==> config.mk <==
export PLATFORM = sky130hd
export DESIGN_NAME = mult_div_unit
export DESIGN_NICKNAME = d
export VERILOG_FILES = /design/src/rtl/mdu_pkg.sv /design/src/rtl/mdu_div_step.sv /design/src/rtl/mult_div_unit.sv
export SDC_FILE = /design/constraint.sdc
export NUM_CORES = 1
export LEC_CHECK = 0
export ABC_CLOCK_PERIOD_IN_PS = 3500
export CAP_MARGIN = 20
export CORE_AREA = 2 2 181 183
export CTS_BUF_LIST = sky130_fd_sc_hd__clkbuf_8
export DETAILED_ROUTE_END_ITERATION = 10
export DIE_AREA = 0 0 183 185
export GPL_TIMING_DRIVEN = 0
export PLACE_DENSITY = 0.61
export SLEW_MARGIN = 40
export SYNTH_ARGS = -nofsm -noshare
export SYNTH_HDL_FRONTEND = slang
export SYNTH_HIERARCHICAL = 1
export SYNTH_SLANG_ARGS = --single-unit
==> constraint.sdc <==
create_clock -name clk -period 3.5 [get_ports clk]
set_input_delay 0.875 -clock clk [delete_from_list [all_inputs] [get_ports clk]]
set_output_delay 0.875 -clock clk [all_outputs]
set_load 0.05 [all_outputs]
==> src/rtl/mdu_pkg.sv <==
// -----------------------------------------------------------------------------
// mdu_pkg
// Shared definitions for the iterative multiply/divide unit and the controller
// that drives it: op encodings on the mult_div_unit 'op' port, FSM state type,
// and the ALU op codes the controller decodes into mult/div/mfhi/mflo.
// No ports (package).
// -----------------------------------------------------------------------------
package mdu_pkg;

    // Encoding of the mult_div_unit 'op' input.
    localparam logic MDU_OP_MUL = 1'b0;
    localparam logic MDU_OP_DIV = 1'b1;

    // Unit state. MUL/DIV are the iterating states; DONE lasts one cycle.
    typedef enum logic [1:0] {
        ST_IDLE = 2'd0,
        ST_MUL  = 2'd1,
        ST_DIV  = 2'd2,
        ST_DONE = 2'd3
    } mdu_state_t;

    // ALU op codes that involve this unit (controller decode).
    localparam logic [3:0] ALU_OP_MFLO = 4'd11;
    localparam logic [3:0] ALU_OP_MFHI = 4'd12;
    localparam logic [3:0] ALU_OP_DIV  = 4'd13;
    localparam logic [3:0] ALU_OP_MULT = 4'd14;

endpackage : mdu_pkg

==> src/rtl/mdu_div_step.sv <==
// -----------------------------------------------------------------------------
// mdu_div_step
// One combinational step of an unsigned restoring divider.
//   rem_in       : partial remainder before this step
//   dividend_msb : next dividend bit shifted into the remainder
//   divisor      : divisor
//   rem_out      : partial remainder after the trial subtraction
//   quot_bit     : quotient bit produced by this step
// -----------------------------------------------------------------------------
module mdu_div_step #(
    parameter int WIDTH = 32
) (
    input  logic [WIDTH-1:0] rem_in,
    input  logic             dividend_msb,
    input  logic [WIDTH-1:0] divisor,
    output logic [WIDTH-1:0] rem_out,
    output logic             quot_bit
);

    // Remainder shifted left with the next dividend bit; one bit wider so
    // the trial subtraction sees the bit that would otherwise fall off.
    logic [WIDTH:0] shifted;

    assign shifted  = {rem_in, dividend_msb};

    // Non-negative trial difference <=> shifted >= divisor.
    assign quot_bit = (shifted >= {1'b0, divisor});

    // When the subtraction succeeds the true difference is below 2**WIDTH,
    // so the WIDTH-bit subtraction is exact. Otherwise restore.
    assign rem_out  = quot_bit ? (shifted[WIDTH-1:0] - divisor)
                               : shifted[WIDTH-1:0];

endmodule : mdu_div_step

==> src/rtl/mult_div_unit.sv <==
// -----------------------------------------------------------------------------
// mult_div_unit
// Iterative unsigned multiply / divide producing the HI/LO pair read by the
// ALU's mfhi/mflo paths. Fixed WIDTH-cycle latency for both operations.
//   clk, rst_n  : clock (rising edge), asynchronous active-low reset
//   start       : launch request, honoured only in IDLE or DONE
//   op          : 0 = multiply, 1 = divide (sampled with start)
//   a, b        : multiplicand/dividend, multiplier/divisor (sampled with start)
//   busy        : operation iterating
//   done        : one-cycle pulse, hi/lo just written
//   div_by_zero : completed op was a divide by zero (held to next completion)
//   hi, lo      : mult {upper, lower} product; div {remainder, quotient}
// -----------------------------------------------------------------------------
module mult_div_unit
    import mdu_pkg::*;
#(
    parameter int WIDTH = 32
) (
    input  logic             clk,
    input  logic             rst_n,
    input  logic             start,
    input  logic             op,
    input  logic [WIDTH-1:0] a,
    input  logic [WIDTH-1:0] b,
    output logic             busy,
    output logic             done,
    output logic             div_by_zero,
    output logic [WIDTH-1:0] hi,
    output logic [WIDTH-1:0] lo
);

    localparam int CNT_W = (WIDTH > 1) ? $clog2(WIDTH) : 1;
    localparam logic [CNT_W-1:0] LAST_ITER = CNT_W'(WIDTH - 1);

    mdu_state_t state, state_next;

    logic [CNT_W-1:0] count;

    // Working registers, shared between the two operations:
    //   MUL: opnd_q = multiplicand, acc_q = upper accumulator,
    //        shreg_q = multiplier shifting out / low product shifting in.
    //   DIV: opnd_q = divisor, acc_q = partial remainder,
    //        shreg_q = dividend shifting out / quotient shifting in.
    logic [WIDTH-1:0] opnd_q;
    logic [WIDTH-1:0] acc_q;
    logic [WIDTH-1:0] shreg_q;

    logic             accept;
    logic             final_iter;

    logic [WIDTH:0]   mul_sum;
    logic [WIDTH-1:0] mul_acc_next;
    logic [WIDTH-1:0] mul_sh_next;
    logic [WIDTH-1:0] div_rem_next;
    logic [WIDTH-1:0] div_sh_next;
    logic             div_qbit;

    assign busy       = (state == ST_MUL) || (state == ST_DIV);
    assign done       = (state == ST_DONE);
    assign accept     = start && ((state == ST_IDLE) || (state == ST_DONE));
    assign final_iter = busy && (count == LAST_ITER);

    // ---- Multiply step: conditional add into upper half, then shift the
    //      {carry, accumulator, multiplier} chain right by one.
    assign mul_sum      = {1'b0, acc_q} + (shreg_q[0] ? {1'b0, opnd_q} : '0);
    assign mul_acc_next = mul_sum[WIDTH:1];
    assign mul_sh_next  = {mul_sum[0], shreg_q[WIDTH-1:1]};

    // ---- Divide step: dividend MSB feeds the remainder, quotient bit
    //      enters at the bottom of the shift register.
    mdu_div_step #(
        .WIDTH (WIDTH)
    ) u_div_step (
        .rem_in       (acc_q),
        .dividend_msb (shreg_q[WIDTH-1]),
        .divisor      (opnd_q),
        .rem_out      (div_rem_next),
        .quot_bit     (div_qbit)
    );

    assign div_sh_next = {shreg_q[WIDTH-2:0], div_qbit};

    // ---- FSM state register
    // NOTE: sequential state uses non-blocking (<=) so every register samples
    // pre-edge values regardless of statement order; blocking (=) would let
    // one flop see another's new value within the same edge.
    always_ff @(posedge clk or negedge rst_n) begin
        if (!rst_n) begin
            state <= ST_IDLE;
        end else begin
            state <= state_next;
        end
    end

    // ---- FSM next-state logic
    // NOTE: state_next gets a default before the case, so no path leaves it
    // unassigned and no latch is inferred.
    always_comb begin
        state_next = state;
        case (state)
            ST_IDLE: begin
                if (start) begin
                    state_next = (op == MDU_OP_DIV) ? ST_DIV : ST_MUL;
                end
            end
            ST_MUL, ST_DIV: begin
                if (count == LAST_ITER) begin
                    state_next = ST_DONE;
                end
            end
            ST_DONE: begin
                if (start) begin
                    state_next = (op == MDU_OP_DIV) ? ST_DIV : ST_MUL;
                end else begin
                    state_next = ST_IDLE;
                end
            end
            default: state_next = ST_IDLE;
        endcase
    end

    // ---- Datapath and result registers
    // NOTE: every datapath register, including hi/lo, is cleared by reset so
    // an mfhi/mflo after reset reads a defined 0 and a cut-off operation
    // leaves nothing behind.
    always_ff @(posedge clk or negedge rst_n) begin
        if (!rst_n) begin
            count       <= '0;
            opnd_q      <= '0;
            acc_q       <= '0;
            shreg_q     <= '0;
            hi          <= '0;
            lo          <= '0;
            div_by_zero <= 1'b0;
        end else if (accept) begin
            count   <= '0;
            acc_q   <= '0;
            opnd_q  <= (op == MDU_OP_DIV) ? b : a;
            shreg_q <= (op == MDU_OP_DIV) ? a : b;
        end else if (state == ST_MUL) begin
            count   <= count + CNT_W'(1);
            acc_q   <= mul_acc_next;
            shreg_q <= mul_sh_next;
            if (final_iter) begin
                hi          <= mul_acc_next;
                lo          <= mul_sh_next;
                div_by_zero <= 1'b0;
            end
        end else if (state == ST_DIV) begin
            count   <= count + CNT_W'(1);
            acc_q   <= div_rem_next;
            shreg_q <= div_sh_next;
            if (final_iter) begin
                hi          <= div_rem_next;
                lo          <= div_sh_next;
                div_by_zero <= (opnd_q == '0);
            end
        end
    end

endmodule : mult_div_unit
## Yosys cells after proc, flatten, opt, wreduce, memory -nomap -nowiden

Cells that the tools add are included.

- Muxes and demuxes: 30
- Order comparisons: 1
- Add/sub/neg operators: 3
- Bitwise logic cells: 1
- Equal/unequal tests: 8
- Reduce and logical (&&, ||, !) cells: 11

Operator list:

| cell | count |
|---|---|
| 2-to-1 mux 32 bit | 18 |
| adder 32 x 32 -> 33 bit | 1 |
| greater-or-equal comparator 33 x 32 -> 1 bit | 1 |
| logical NOT 32 bit | 1 |
| subtractor 32 bit | 1 |
| 2-to-1 mux 5 bit | 3 |
| 2-to-1 mux 2 bit | 4 |
| inequality test 2 bit, second input constant | 4 |
| one-hot mux 2 bit (3 select lines) | 1 |
| adder 5 x 1 -> 5 bit, second input constant | 1 |
| equality test 5 bit, second input constant | 1 |
| equality test 2 bit, second input constant | 2 |
| 2-to-1 mux 1 bit | 4 |
| AND reduction 4 bit | 1 |
| nonzero test 3 bit | 1 |
| equality test 2 x 1 -> 1 bit, second input constant | 1 |
| logical AND 1 bit | 2 |
| logical NOT 2 bit | 1 |
| logical OR 1 bit | 2 |
| AND reduction 2 bit | 1 |
| nonzero test 2 bit | 1 |
| OR reduction 2 bit | 1 |
| NOT 1 bit | 1 |

- Output and inout bits: 67
- Register bits after elaboration: 168

## Longest topological paths before layout

- Depth in word-level cells: 6
- Gate-level depth with buffers: 18

## Cells and area by module

Netlist, hierarchy kept.

By module, submodules not included:

| module | sequential area each (µm²) | area an instance (µm²) | times used | cells an instance |
|---|---|---|---|---|
| mult_div_unit | 4204.0 | 10262.3 | 1 | 1120 |
| mdu_div_step | 0.0 | 2331.0 | 1 | 323 |

## Least setup slack after synthesis

No wires, ideal clock.

- Path kind: register -> register
- From: register acc_q[6]
- To: register acc_q[25]
- Stages on the path, launching flop included: 16
- Library setup time: 0.137 ns
- Data required time: 3.363 ns
- Arrival time: 3.208 ns
- Setup slack: 0.155 ns
- Path through: dfrtp_1 > ha_1 > a21oi_2 > a211oi_1 > or3_4 > nor4b_4 > o21ai_2 > a31oi_4 > o21a_4 > inv_2 > buf_6 > buf_12 > mux2_4 > mux2_2 > o21ai_0 > a21oi_1

- Cells in the longest elaborated chain, start to end: 5

RTL lines:

| what | RTL line | source |
|---|---|---|
| from (decl) | mult_div_unit.sv:45 | `logic [WIDTH-1:0] acc_q;` |
| from (signal assigned) | mult_div_unit.sv:142 | `acc_q <= mul_acc_next;` |
| from (signal assigned) | mult_div_unit.sv:151 | `acc_q <= div_rem_next;` |
| greater-or-equal comparator 33 x 32 -> 1 bit | mdu_div_step.sv:27 | `assign quot_bit = (shifted >= {1'b0, divisor});` |
| via div_qbit | mult_div_unit.sv:56 | `logic div_qbit;` |
| 2-to-1 mux 32 bit | mdu_div_step.sv:31 | `assign rem_out = quot_bit ? (shifted[WIDTH-1:0] - divisor)` |
| via div_rem_next[25] | mult_div_unit.sv:54 | `logic [WIDTH-1:0] div_rem_next;` |
| 2-to-1 mux 32 bit | mult_div_unit.sv:149 | `end else if (state == ST_DIV) begin` |
| 2-to-1 mux 32 bit | mult_div_unit.sv:140 | `end else if (state == ST_MUL) begin` |
| 2-to-1 mux 32 bit | mult_div_unit.sv:135 | `end else if (accept) begin` |

The timed path passes the listed nets, and every way through them passes these cells. The select of a mux whose other input is x is not followed.
A chain may end at the register's enable or synchronous reset.

## Worst setup path after layout

- From: register opnd_q[28]
- To: register acc_q[20]

- Cells in the longest elaborated chain, start to end: 5

RTL lines:

| what | RTL line | source |
|---|---|---|
| from (decl) | mult_div_unit.sv:44 | `logic [WIDTH-1:0] opnd_q;` |
| from (signal assigned) | mult_div_unit.sv:138 | `opnd_q <= (op == MDU_OP_DIV) ? b : a;` |
| greater-or-equal comparator 33 x 32 -> 1 bit | mdu_div_step.sv:27 |  |
| 2-to-1 mux 32 bit | mdu_div_step.sv:31 |  |
| via div_rem_next[20] | mult_div_unit.sv:54 |  |
| 2-to-1 mux 32 bit | mult_div_unit.sv:149 |  |
| 2-to-1 mux 32 bit | mult_div_unit.sv:140 |  |
| 2-to-1 mux 32 bit | mult_div_unit.sv:135 |  |

The timed path passes the listed nets, and every way through them passes these cells. The select of a mux whose other input is x is not followed.

==> metrics.csv <==
metric;value;unit
routed vias/inst;5.81;
Layout fillers;3117;
status;completed;
Final TNS setup;0;ns
Mapped Area;12600;um2
top cells by area, synth;dfrtp_1, mux2i_1, ha_1;
Crit. End Element;flip-flop;
slowest cell on the critical path;dfrtp_1;
HP Class;in2async;
setup violators final;0;
slew margin rel.;0.351;
Worst Path Class, Setup;reg2reg;
hpwl dp;34.6;mm
CTS Buffer Depth;2;
drc violations;0;
starting density of the core;0.393;
CP Buf/Inv Count;4;
Num CTS Buffers;17;
register area;4230;um2
Synthesis Warnings;6;
CTS root buf;clkbuf_8;
Period minus WS final;3.48;ns
main flop type after synthesis;dfrtp_1;
Crit Path Max Fanout;10;
clock skew;0.0183;ns
Wirelength per Cell;22.7;um
pin count of the biggest net entering global routing;67;
die height;185;um
CP required;3.85;ns
DR iter-0 viols;1022;
Slew Limit Fails;0;
flops & latches, synth;168;
H-tree Lvls;4;
max-cap violation count;0;
RSZ-0062 raised after global routing;yes;
post-synth top area share;0.334;
Die X;183;um
clock slew at reported path FFs;0.11;ns
multi-input combinational cell area;8130;um2
Critical Path AT;3.83;ns
syn_area_per_cell;8.73;um2
post-synthesis cell type with the largest combined area;dfrtp_1;
drt total wl;46.4;mm
sequential element share of the synthesized area;0.334;
family with the most delay on the worst path;multiplexers;
antenna violations before repair;0;
CTS tree;done;
die area;33900;um2
NumNets Final;1759;
top cells by count, synth;dfrtp_1, mux2i_1, a21oi_1;
synth unique cells;71;
# diodes;0;
fraction of layout cells with a size suffix above 1;0.124;
XOR/XNOR Fraction of Synth Area;0.0396;
routed vias;11800;
GRT overflow;0;
compound-gate portion of the synthesized area;0.186;
mux contribution to synthesized area;0.165;
Post-synth EDFFs;0;
Post-CTS Hold Buffers;0;
fin crit share;0.994;
P&R area growth vs syn;22.9;%
Final Util;0.483;
gpl congestion;0.948;
Total Routing Usage GR;0.273;
Mapped Nets;1584;
first-pass GRT wire length;69.2;mm
adder-cell share of the synthesized area;0.0737;
largest family of logic cells by synthesized area;compound AO/OA/AOI/OAI gates;
Max Freq;288;MHz
Simple-Gate Fraction of Synth Area;0.157;
# clock sinks;168;
Port Buffers;133;
count leader, synth;dfrtp_1;
Final ANT Viol Nets;0;
row count;66;
core footprint;32000;um2
synthesized instance count;1443;
Clock Latency Late Sink;0.51;ns
Slew @ Worst Pin;0.973;ns
Setup crit start kind;flip-flop;
Pre-antenna DRT Iters;6;
FFs w/ async S/R, synth;1.00;
CP peak stage delay;0.46;ns
final hold violations;0;
IO Pins;135;
vias in the first global route;11500;
critical-path cell list;inv_1 > ha_1 > clkbuf_1 > nand4_1 > nor4_1 > a31oi_1 > a21boi_0 > o21a_4 > inv_2 > buf_4 > mux2_2 > mux2i_1 > a211oi_1;
-- cells by family after synthesis --
logic type,Yosys count
flip-flops,168
buffers and inverters,144
adder cells (fa/ha/maj),73
AO/OA/AOI/OAI,384
XOR/XNOR,57
multiplexers,200
AND/OR/NAND/NOR,417
-- final timing paths --
| check | start | to | slack, ns | depth (start not counted) |
|---|---|---|---|---|
| worst max-delay path | opnd_q[28]$_DFFE_PN0P_ | acc_q[20]$_DFFE_PN0P_ | 0.02 | 13 |
| max in group asynchronous | rst_n | acc_q[6]$_DFFE_PN0P_ | 2.46 | 2 |
| worst min register to register | hi[1]$_DFFE_PN0P_ | hi[1]$_DFFE_PN0P_ | 0.48 | 2 |
| worst max register to register | opnd_q[28]$_DFFE_PN0P_ | acc_q[20]$_DFFE_PN0P_ | 0.02 | 13 |
| min in group clk | hi[1]$_DFFE_PN0P_ | hi[1]$_DFFE_PN0P_ | 0.48 | 2 |
| worst min-delay path | rst_n | lo[10]$_DFFE_PN0P_ | 0.29 | 1 |
-- routing by layer --
metal	wire, um	GRT usage	vias up
li1	-	-	5493
met1	19800	0.352	5805
met2	21600	0.452	454
met3	2810	0.0397	94
met4	2160	0.126	0
met5	0	0	-
-- sequential cells by signal, summed over array words and instances (netlist names) --
register and cells:
lo 32, count 5, opnd_q 32, div_by_zero 1, state 2, hi 32
acc_q 32, shreg_q 32
-- metrics by stage --
step           hold WS [ns]  cell area (um2)  setup WS, ns  cells
6_report              0.291            15500        0.0221   2039
5_1_grt               0.305            15500       -0.0377   2039
4_1_cts               0.284            15200       -0.0828   2027
3_5_place_dp          0.461            14500        -0.664   1986
3_3_place_gp          0.455            14400         -5.94   1984
2_1_floorplan         0.497            12600         0.155   1443
-- layout make-up --
class / instances / area share
multi-input combinational: 1131 / 0.525
sequential: 168 / 0.273
timing repair buffer: 165 / 0.104
tap: 408 / 0.0330
buffer: 81 / 0.0224
clock buffer: 17 / 0.0151
clock inverter: 15 / 0.0135
inverter: 54 / 0.0131
-- what timing repair did --
item,CTS,global route
endpoints found under the setup margin,72,59
resized for setup,51,46
buffers inserted,15,15
endpoints found under the hold margin,0,0
pin swaps,12,21
-- layout by cell type (no fill, tap or decap), types with 7 or more instances in the layout --
cell type,netlist,layout
a211oi_1,44,44
a21o_1,20,20
a21oi_1,150,143
a31oi_1,12,12
and2_1,37,37
buf_1,11,7
buf_4,0,32
clkbuf_1,75,58
clkbuf_2,0,7
clkbuf_8,0,17
clkdlybuf4s50_1,0,132
dfrtp_1,168,149
dfrtp_2,0,19
ha_1,71,58
ha_4,0,11
inv_1,53,50
mux2_2,25,24
mux2_4,9,10
mux2i_1,166,164
nand2_1,121,121
nand2b_1,10,10
nand3_1,19,19
nand4_1,17,17
nor2_1,138,138
nor2b_1,13,12
nor3_1,12,10
nor3b_1,8,7
nor4_1,10,9
o21ai_0,96,89
or2_2,8,8
or3_1,7,7
xnor2_1,40,40
xor2_1,17,17
Power is left out: the tool's default activity adds up to more than one toggle a clock period on the data nets, which glitch-free logic cannot reach.
